### src/rtl/smoldvi_pkg.sv
// Purpose: shared phase encoding and default 640x480 timing for the smoldvi timing path.
// Latency: n/a (types, constants and a pure helper function only).
// Backpressure: n/a.
// Contents: phase_t (FRONT/SYNC/BACK/ACTIVE, shared by both axes), DEF_* 640x480 lengths,
//           next_phase() giving the fixed phase rotation.
package smoldvi_pkg;

   typedef enum logic [1:0] {
      PH_FRONT  = 2'd0,
      PH_SYNC   = 2'd1,
      PH_BACK   = 2'd2,
      PH_ACTIVE = 2'd3
   } phase_t;

   // 640x480 @ 60 Hz, 25.175 MHz pixel clock
   localparam int DEF_H_FRONT  = 16;
   localparam int DEF_H_SYNC   = 96;
   localparam int DEF_H_BACK   = 48;
   localparam int DEF_H_ACTIVE = 640;
   localparam int DEF_V_FRONT  = 10;
   localparam int DEF_V_SYNC   = 2;
   localparam int DEF_V_BACK   = 33;
   localparam int DEF_V_ACTIVE = 480;

   function automatic phase_t next_phase(input phase_t p);
      case (p)
         PH_FRONT: return PH_SYNC;
         PH_SYNC:  return PH_BACK;
         PH_BACK:  return PH_ACTIVE;
         default:  return PH_FRONT;
      endcase
   endfunction

endpackage

### src/rtl/smoldvi_phase_counter.sv
// Purpose: one timing axis: phase state plus an in-phase position counter, FRONT->SYNC->BACK->ACTIVE.
// Latency: phase/first/last describe the current cycle; state updates on the next clk edge.
// Backpressure: none; advances whenever adv is high, clr overrides and parks at FRONT position 0.
// Ports: clk, rst (async, active-high), clr (sync park), adv (advance one step),
//        len_* (phase lengths, 0 treated as 1), phase (current phase), first (FRONT position 0),
//        last (final cycle of the current phase).
module smoldvi_phase_counter
   import smoldvi_pkg::*;
#(
   parameter int W = 12
) (
   input  logic         clk,
   input  logic         rst,
   input  logic         clr,
   input  logic         adv,
   input  logic [W-1:0] len_front,
   input  logic [W-1:0] len_sync,
   input  logic [W-1:0] len_back,
   input  logic [W-1:0] len_active,
   output logic [1:0]   phase,
   output logic         first,
   output logic         last
);

   localparam logic [W-1:0] ONE = W'(1);

   phase_t       state, state_nxt;
   logic [W-1:0] cnt, cnt_nxt;
   logic [W-1:0] cur_len, end_cnt;
   logic         at_end;

   // state register
   always_ff @(posedge clk or posedge rst) begin
      if (rst) begin
         state <= PH_FRONT;
         cnt   <= '0;
      end else begin
         state <= state_nxt;
         cnt   <= cnt_nxt;
      end
   end

   // next state: the counter restarts from 0 on every phase change, so it can never wrap
   always_comb begin
      cur_len = len_front;
      case (state)
         PH_FRONT:  cur_len = len_front;
         PH_SYNC:   cur_len = len_sync;
         PH_BACK:   cur_len = len_back;
         default:   cur_len = len_active;
      endcase
      // a zero length behaves as a one-cycle phase
      end_cnt   = (cur_len == '0) ? '0 : cur_len - ONE;
      at_end    = (cnt == end_cnt);
      state_nxt = state;
      cnt_nxt   = cnt;
      if (clr) begin
         state_nxt = PH_FRONT;
         cnt_nxt   = '0;
      end else if (adv) begin
         if (at_end) begin
            state_nxt = next_phase(state);
            cnt_nxt   = '0;
         end else begin
            cnt_nxt = cnt + ONE;
         end
      end
   end

   // outputs
   always_comb begin
      phase = state;
      first = (state == PH_FRONT) && (cnt == '0);
      last  = at_end;
   end

endmodule

### src/rtl/smoldvi_timing_ctrl.sv
// Purpose: DVI raster timing: H/V phase FSMs, registered sync/den, pixel handshake and markers.
// Latency: hsync/vsync/den one cycle after the FSM state; pix_ready, line_start, frame_start same cycle.
// Backpressure: never stalls; a missing pixel (pix_valid low while required) sets sticky underflow.
// Ports: clk_pix, rst_pix (async active-high), en (low parks at frame start and clears outputs),
//        h_*/v_* phase lengths (sampled at frame_start), pix_valid/pix_ready, hsync, vsync, den,
//        line_start, frame_start, underflow.
module smoldvi_timing_ctrl
   import smoldvi_pkg::*;
#(
   parameter int W_H       = 12,
   parameter int W_V       = 11,
   parameter bit HSYNC_POL = 1'b0,
   parameter bit VSYNC_POL = 1'b0
) (
   input  logic           clk_pix,
   input  logic           rst_pix,
   input  logic           en,
   input  logic [W_H-1:0] h_front,
   input  logic [W_H-1:0] h_sync,
   input  logic [W_H-1:0] h_back,
   input  logic [W_H-1:0] h_active,
   input  logic [W_V-1:0] v_front,
   input  logic [W_V-1:0] v_sync,
   input  logic [W_V-1:0] v_back,
   input  logic [W_V-1:0] v_active,
   input  logic           pix_valid,
   output logic           pix_ready,
   output logic           hsync,
   output logic           vsync,
   output logic           den,
   output logic           line_start,
   output logic           frame_start,
   output logic           underflow
);

   logic [W_H-1:0] sh_h_front, sh_h_sync, sh_h_back, sh_h_active;
   logic [W_V-1:0] sh_v_front, sh_v_sync, sh_v_back, sh_v_active;
   logic [W_H-1:0] eff_h_front, eff_h_sync, eff_h_back, eff_h_active;
   logic [W_V-1:0] eff_v_front, eff_v_sync, eff_v_back, eff_v_active;

   logic [1:0] h_phase, v_phase;
   logic       h_first, h_last, v_first, v_last;
   logic       line_pt, frame_pt, den_cond, v_adv;
   // end-of-frame flag of the vertical axis is not needed by this block
   logic       unused_v_last;

   assign unused_v_last = v_last;

   // markers are gated by rst_pix so they read 0 while reset is held
   assign line_pt  = en && !rst_pix && h_first;
   assign frame_pt = line_pt && v_first;
   assign den_cond = en && !rst_pix && (h_phase == PH_ACTIVE) && (v_phase == PH_ACTIVE);
   assign v_adv    = en && (h_phase == PH_ACTIVE) && h_last;

   // On the frame_start cycle the shadows are still being loaded, so the live inputs
   // govern that cycle; this keeps the first phase of the frame at its new length.
   assign eff_h_front  = frame_pt ? h_front  : sh_h_front;
   assign eff_h_sync   = frame_pt ? h_sync   : sh_h_sync;
   assign eff_h_back   = frame_pt ? h_back   : sh_h_back;
   assign eff_h_active = frame_pt ? h_active : sh_h_active;
   assign eff_v_front  = frame_pt ? v_front  : sh_v_front;
   assign eff_v_sync   = frame_pt ? v_sync   : sh_v_sync;
   assign eff_v_back   = frame_pt ? v_back   : sh_v_back;
   assign eff_v_active = frame_pt ? v_active : sh_v_active;

   always_ff @(posedge clk_pix or posedge rst_pix) begin
      if (rst_pix) begin
         sh_h_front  <= '0;
         sh_h_sync   <= '0;
         sh_h_back   <= '0;
         sh_h_active <= '0;
         sh_v_front  <= '0;
         sh_v_sync   <= '0;
         sh_v_back   <= '0;
         sh_v_active <= '0;
      end else if (frame_pt) begin
         sh_h_front  <= h_front;
         sh_h_sync   <= h_sync;
         sh_h_back   <= h_back;
         sh_h_active <= h_active;
         sh_v_front  <= v_front;
         sh_v_sync   <= v_sync;
         sh_v_back   <= v_back;
         sh_v_active <= v_active;
      end
   end

   smoldvi_phase_counter #(.W(W_H)) u_h_axis (
      .clk        (clk_pix),
      .rst        (rst_pix),
      .clr        (!en),
      .adv        (1'b1),
      .len_front  (eff_h_front),
      .len_sync   (eff_h_sync),
      .len_back   (eff_h_back),
      .len_active (eff_h_active),
      .phase      (h_phase),
      .first      (h_first),
      .last       (h_last)
   );

   // one vertical step per line, taken on the last H_ACTIVE cycle
   smoldvi_phase_counter #(.W(W_V)) u_v_axis (
      .clk        (clk_pix),
      .rst        (rst_pix),
      .clr        (!en),
      .adv        (v_adv),
      .len_front  (eff_v_front),
      .len_sync   (eff_v_sync),
      .len_back   (eff_v_back),
      .len_active (eff_v_active),
      .phase      (v_phase),
      .first      (v_first),
      .last       (v_last)
   );

   always_ff @(posedge clk_pix or posedge rst_pix) begin
      if (rst_pix) begin
         hsync     <= !HSYNC_POL;
         vsync     <= !VSYNC_POL;
         den       <= 1'b0;
         underflow <= 1'b0;
      end else if (!en) begin
         hsync     <= !HSYNC_POL;
         vsync     <= !VSYNC_POL;
         den       <= 1'b0;
         underflow <= 1'b0;
      end else begin
         hsync <= (h_phase == PH_SYNC) ? HSYNC_POL : !HSYNC_POL;
         vsync <= (v_phase == PH_SYNC) ? VSYNC_POL : !VSYNC_POL;
         den   <= den_cond;
         if (den_cond && !pix_valid) begin
            underflow <= 1'b1;
         end
      end
   end

   assign pix_ready   = den_cond && pix_valid;
   assign line_start  = line_pt;
   assign frame_start = frame_pt;

endmodule

### config.mk
export PLATFORM = sky130hd
export DESIGN_NAME = smoldvi_timing_ctrl
export DESIGN_NICKNAME = d
export VERILOG_FILES = /design/src/rtl/smoldvi_pkg.sv /design/src/rtl/smoldvi_phase_counter.sv /design/src/rtl/smoldvi_timing_ctrl.sv
export SDC_FILE = /design/constraint.sdc
export NUM_CORES = 1
export LEC_CHECK = 0
export CAP_MARGIN = 25
export CORE_MARGIN = 2
export CORE_UTILIZATION = 59
export DETAILED_ROUTE_END_ITERATION = 6
export PLACE_DENSITY = 0.95
export SLEW_MARGIN = 15
export SYNTH_ARGS = -nofsm -noshare
export SYNTH_HDL_FRONTEND = slang
export SYNTH_SLANG_ARGS = --single-unit
### constraint.sdc
create_clock -name clk_pix -period 11.95 [get_ports clk_pix]
set_clock_uncertainty 0.2 [all_clocks]
set_input_delay 2.9875 -clock clk_pix [delete_from_list [all_inputs] [get_ports clk_pix]]
set_output_delay 2.9875 -clock clk_pix [all_outputs]
set_load 0.01 [all_outputs]
==> summary.md <==
| Metric | Value |
|---|---|
| GRT Util Overall | `0.310` |
| Initial antenna violation count | `0` |
| Gate count after technology mapping | `930` |
| Cell taking the most area after synthesis | `dfrtp_1` |
| Largest net degree at the start of global routing | `81` |
| Hold path depth | `2` |
| Worst hold path type | `flip-flop to flip-flop` |
| Post-Synth XOR/XNOR Area | `0.0271` |
| Reported max-cap violation count | `0` |
| Worst Setup End Kind | `primary output` |
| First-pass GRT wire length | `34,900 um` |
| Post-DP HPWL | `14,800 um` |
| Post-synth top area share | `0.390` |
| Remaining Overflow, GRT | `0` |
| Diode count | `0` |
| Antenna Nets Post-Route | `0` |
| Seq/Total Area, Yosys | `0.397` |
| IO buf count | `102` |
| Commonest cells in the netlist | `nand2_1, dfrtp_1, nand3_1, o21ai_0, nor2_1` |
| Area Growth Syn to Fin | `20.4%` |
| Routed wire length | `21,800 um` |
| Avg Cell Area, Syn | `8.35 um2` |
| Cts hold-fix bufs | `0` |
| Clock Pin Slew Worst Setup and Hold Paths | `50 ps` |
| CP Max Fanout | `48` |
| Final hold violation count | `0` |
| Clk_lat worst skew | `430 ps` |
| Drt pass-1 iters | `5` |
| Pwr Density | `166 mW/mm2` |
| Avg Vias per Cell | `6.49` |
| Post-synthesis simple-gate area fraction | `0.253` |
| I/O pin cnt | `103` |
| Adder-Cell Fraction of Synth Area | `0.0258` |
| CTS tree | `yes` |
| Primary FF master, synth | `dfrtp_1` |
| Synth unique cells | `80` |
| Arrival time at the worst endpoint | `7160 ps` |
| YS warnings | `0` |
| Fmax | `96.7 MHz` |
| Syn nets | `1,042` |
| Startpoint Class | `input port` |
| TritonCTS Buffers | `17` |
| Worst slew pin tran | `993 ps` |
| Total clock sinks | `123` |
| Post-Syn Area | `0.00776 mm2` |
| Synth Area in Compound Gates | `0.200` |
| Synth area leaders | `dfrtp_1, nand2_1, nand3_1, o21ai_0, mux2i_1` |
| Peak VDD IR | `116 uV` |
| CP Data Required Time | `8760 ps` |
| RSZ-0062 raised after global routing | `no` |
| Post-route cell area | `0.00935 mm2` |
| Root Buffer Master | `clkbuf_16` |
| Initial Util | `0.610` |
| Slew HR | `0.329` |
| 1st-iter DRT viols | `936` |
| Leak | `4.40 nW` |
| # resized after CTS | `0` |
| Post-synthesis async set-or-reset flop share | `1.00` |
| Worst reg2reg path depth | `19` |
| Area post-placement | `0.00877 mm2` |
| Top-count cell post-synth | `nand2_1` |
| Fin nets | `1,108` |
| Largest family of logic cells by synthesized area | `simple AND/OR/NAND/NOR gates` |
| Worst Path Class, Setup | `input port to primary output` |
| Vias | `7,670` |
| FP Rows | `41` |
| Tcrit/Tclk final | `0.866` |
| Die ar. | `0.0141 mm2` |
| Mux contribution to synthesized area | `0.0434` |
| Die X | `119 um` |
| Synthesized flop and latch total | `123` |
| Setup Buffers After CTS | `0` |
| Fraction of layout cells with a size suffix above 1 | `0.0654` |
| Fin. max-slew vios | `0` |
| Vias in the first global route | `7,077` |
| Clock Tree Buf Depth | `2` |
| Setup-failing EPs final | `0` |
| Core Area | `0.0127 mm2` |
| # DRC | `0` |
| Outcome | `completed` |
| Setup TNS Final | `0 ps` |
| CTS H-tree lvls | `4` |
| Gpl congestion | `0.929` |
| Routed wire length per instance | `18.5 um` |
| Post-synth EDFFs | `0` |
| Post-layout util | `0.735` |
| Chip height | `119 um` |
| Minimum clock period | `10,340 ps` |
-- area by class of cell --
cell class	count	area, um2
multi-input combinational	709	4270
fill	943	3370
sequential	123	3080
clock buffer	22	464
clock inverter	10	91.3
inverter	33	128
timing repair buffer	112	1100
tap	172	215
-- routing by layer --
metal | global-route usage | vias to the layer above | routed length (um)
met5 | 0 | - | 0
met4 | 0.147 | 0 | 793
met3 | 0.0603 | 88 | 1900
met2 | 0.518 | 466 | 10700
met1 | 0.386 | 3631 | 8400
li1 | - | 3485 | -
-- worst max-delay path, cell delays in order --
cell	delay, ps
clkdlybuf4s50_1	680
nor2b_1	210
nand4_1	110
buf_4	280
inv_2	620
nand2_2	670
clkinv_2	410
buf_4	500
clkdlybuf4s50_1	650
-- stage by stage --
stage / instances / hold slack, ps / worst slack [ps] / power (W)
2_1_floorplan: 930 / 237 / 3980 / 0.000898
3_3_place_gp: 1147 / 250 / 1860 / 0.00103
5_1_grt: 1181 / 295 / 1360 / 0.00163
3_5_place_dp: 1148 / 263 / 1690 / 0.00104
6_report: 1181 / 276 / 1610 / 0.00155
4_1_cts: 1180 / 277 / 1720 / 0.00153
-- logic make-up after synthesis --
logic type,after synthesis
multiplexers,32
flip-flops,123
AO/OA/AOI/OAI,217
adder cells (fa/ha/maj),16
buffers and inverters,98
XOR/XNOR,24
AND/OR/NAND/NOR,420
-- registers in the layout (all words and copies together) (netlist names), 11 cells and up --
register	cells
sh_h_active	12
sh_h_back	12
sh_h_front	12
sh_h_sync	12
sh_v_active	11
sh_v_back	11
sh_v_front	11
sh_v_sync	11
u_h_axis.cnt	12
u_v_axis.cnt	11
-- where the power goes --
| group | internal (W) | switching [W] |
|---|---|---|
| Combinational | 0.000224 | 0.000350 |
| Sequential | 0.000447 | 0.0000420 |
| Clock | 0.000296 | 0.000192 |
| Total | 0.000968 | 0.000584 |
-- final timing paths --
check                                                   start                     endpoint  slack, ps
worst min-delay path                   sh_v_back[3]$_DFF_PP0_       sh_v_back[3]$_DFF_PP0_        280
worst max register to register  u_h_axis.phase[0]$_DFFE_PP0P_  u_v_axis.cnt[9]$_DFFE_PP0P_       3710
worst max-delay path                                       en                  frame_start       1610
worst min register to register         sh_v_back[3]$_DFF_PP0_       sh_v_back[3]$_DFF_PP0_        280
min in group asynchronous                             rst_pix    u_h_axis.cnt[1]$_DFF_PP0_       2820
max in group asynchronous                             rst_pix     sh_v_active[1]$_DFF_PP0_       7550
-- cell usage in the layout, fill, tap and decap left out, types with 5 or more instances in the layout --
master | netlist | routed
ha_1 | 16 | 16
dfrtp_1 | 121 | 121
o31ai_1 | 7 | 7
nand3_1 | 74 | 74
buf_4 | 0 | 8
and2_1 | 8 | 8
xor2_1 | 10 | 10
or4_1 | 5 | 5
or2_2 | 5 | 5
clkinv_2 | 1 | 5
mux2_2 | 7 | 7
nand2_1 | 199 | 199
nor2_1 | 43 | 43
a21oi_1 | 40 | 40
o211ai_1 | 6 | 6
nor3_1 | 14 | 14
or3_1 | 5 | 5
a221oi_1 | 10 | 10
xnor2_1 | 14 | 14
o21ai_0 | 53 | 53
a22oi_1 | 15 | 15
clkbuf_16 | 0 | 17
nor4_1 | 14 | 14
a22o_1 | 7 | 7
and3_1 | 15 | 15
clkdlybuf4s50_1 | 0 | 102
o41ai_1 | 10 | 10
a31oi_1 | 5 | 5
nor2b_1 | 6 | 6
mux2i_1 | 22 | 22
nand2b_1 | 6 | 6
nand4_1 | 9 | 9
inv_1 | 31 | 30
Power figures use the tool's default switching activity.
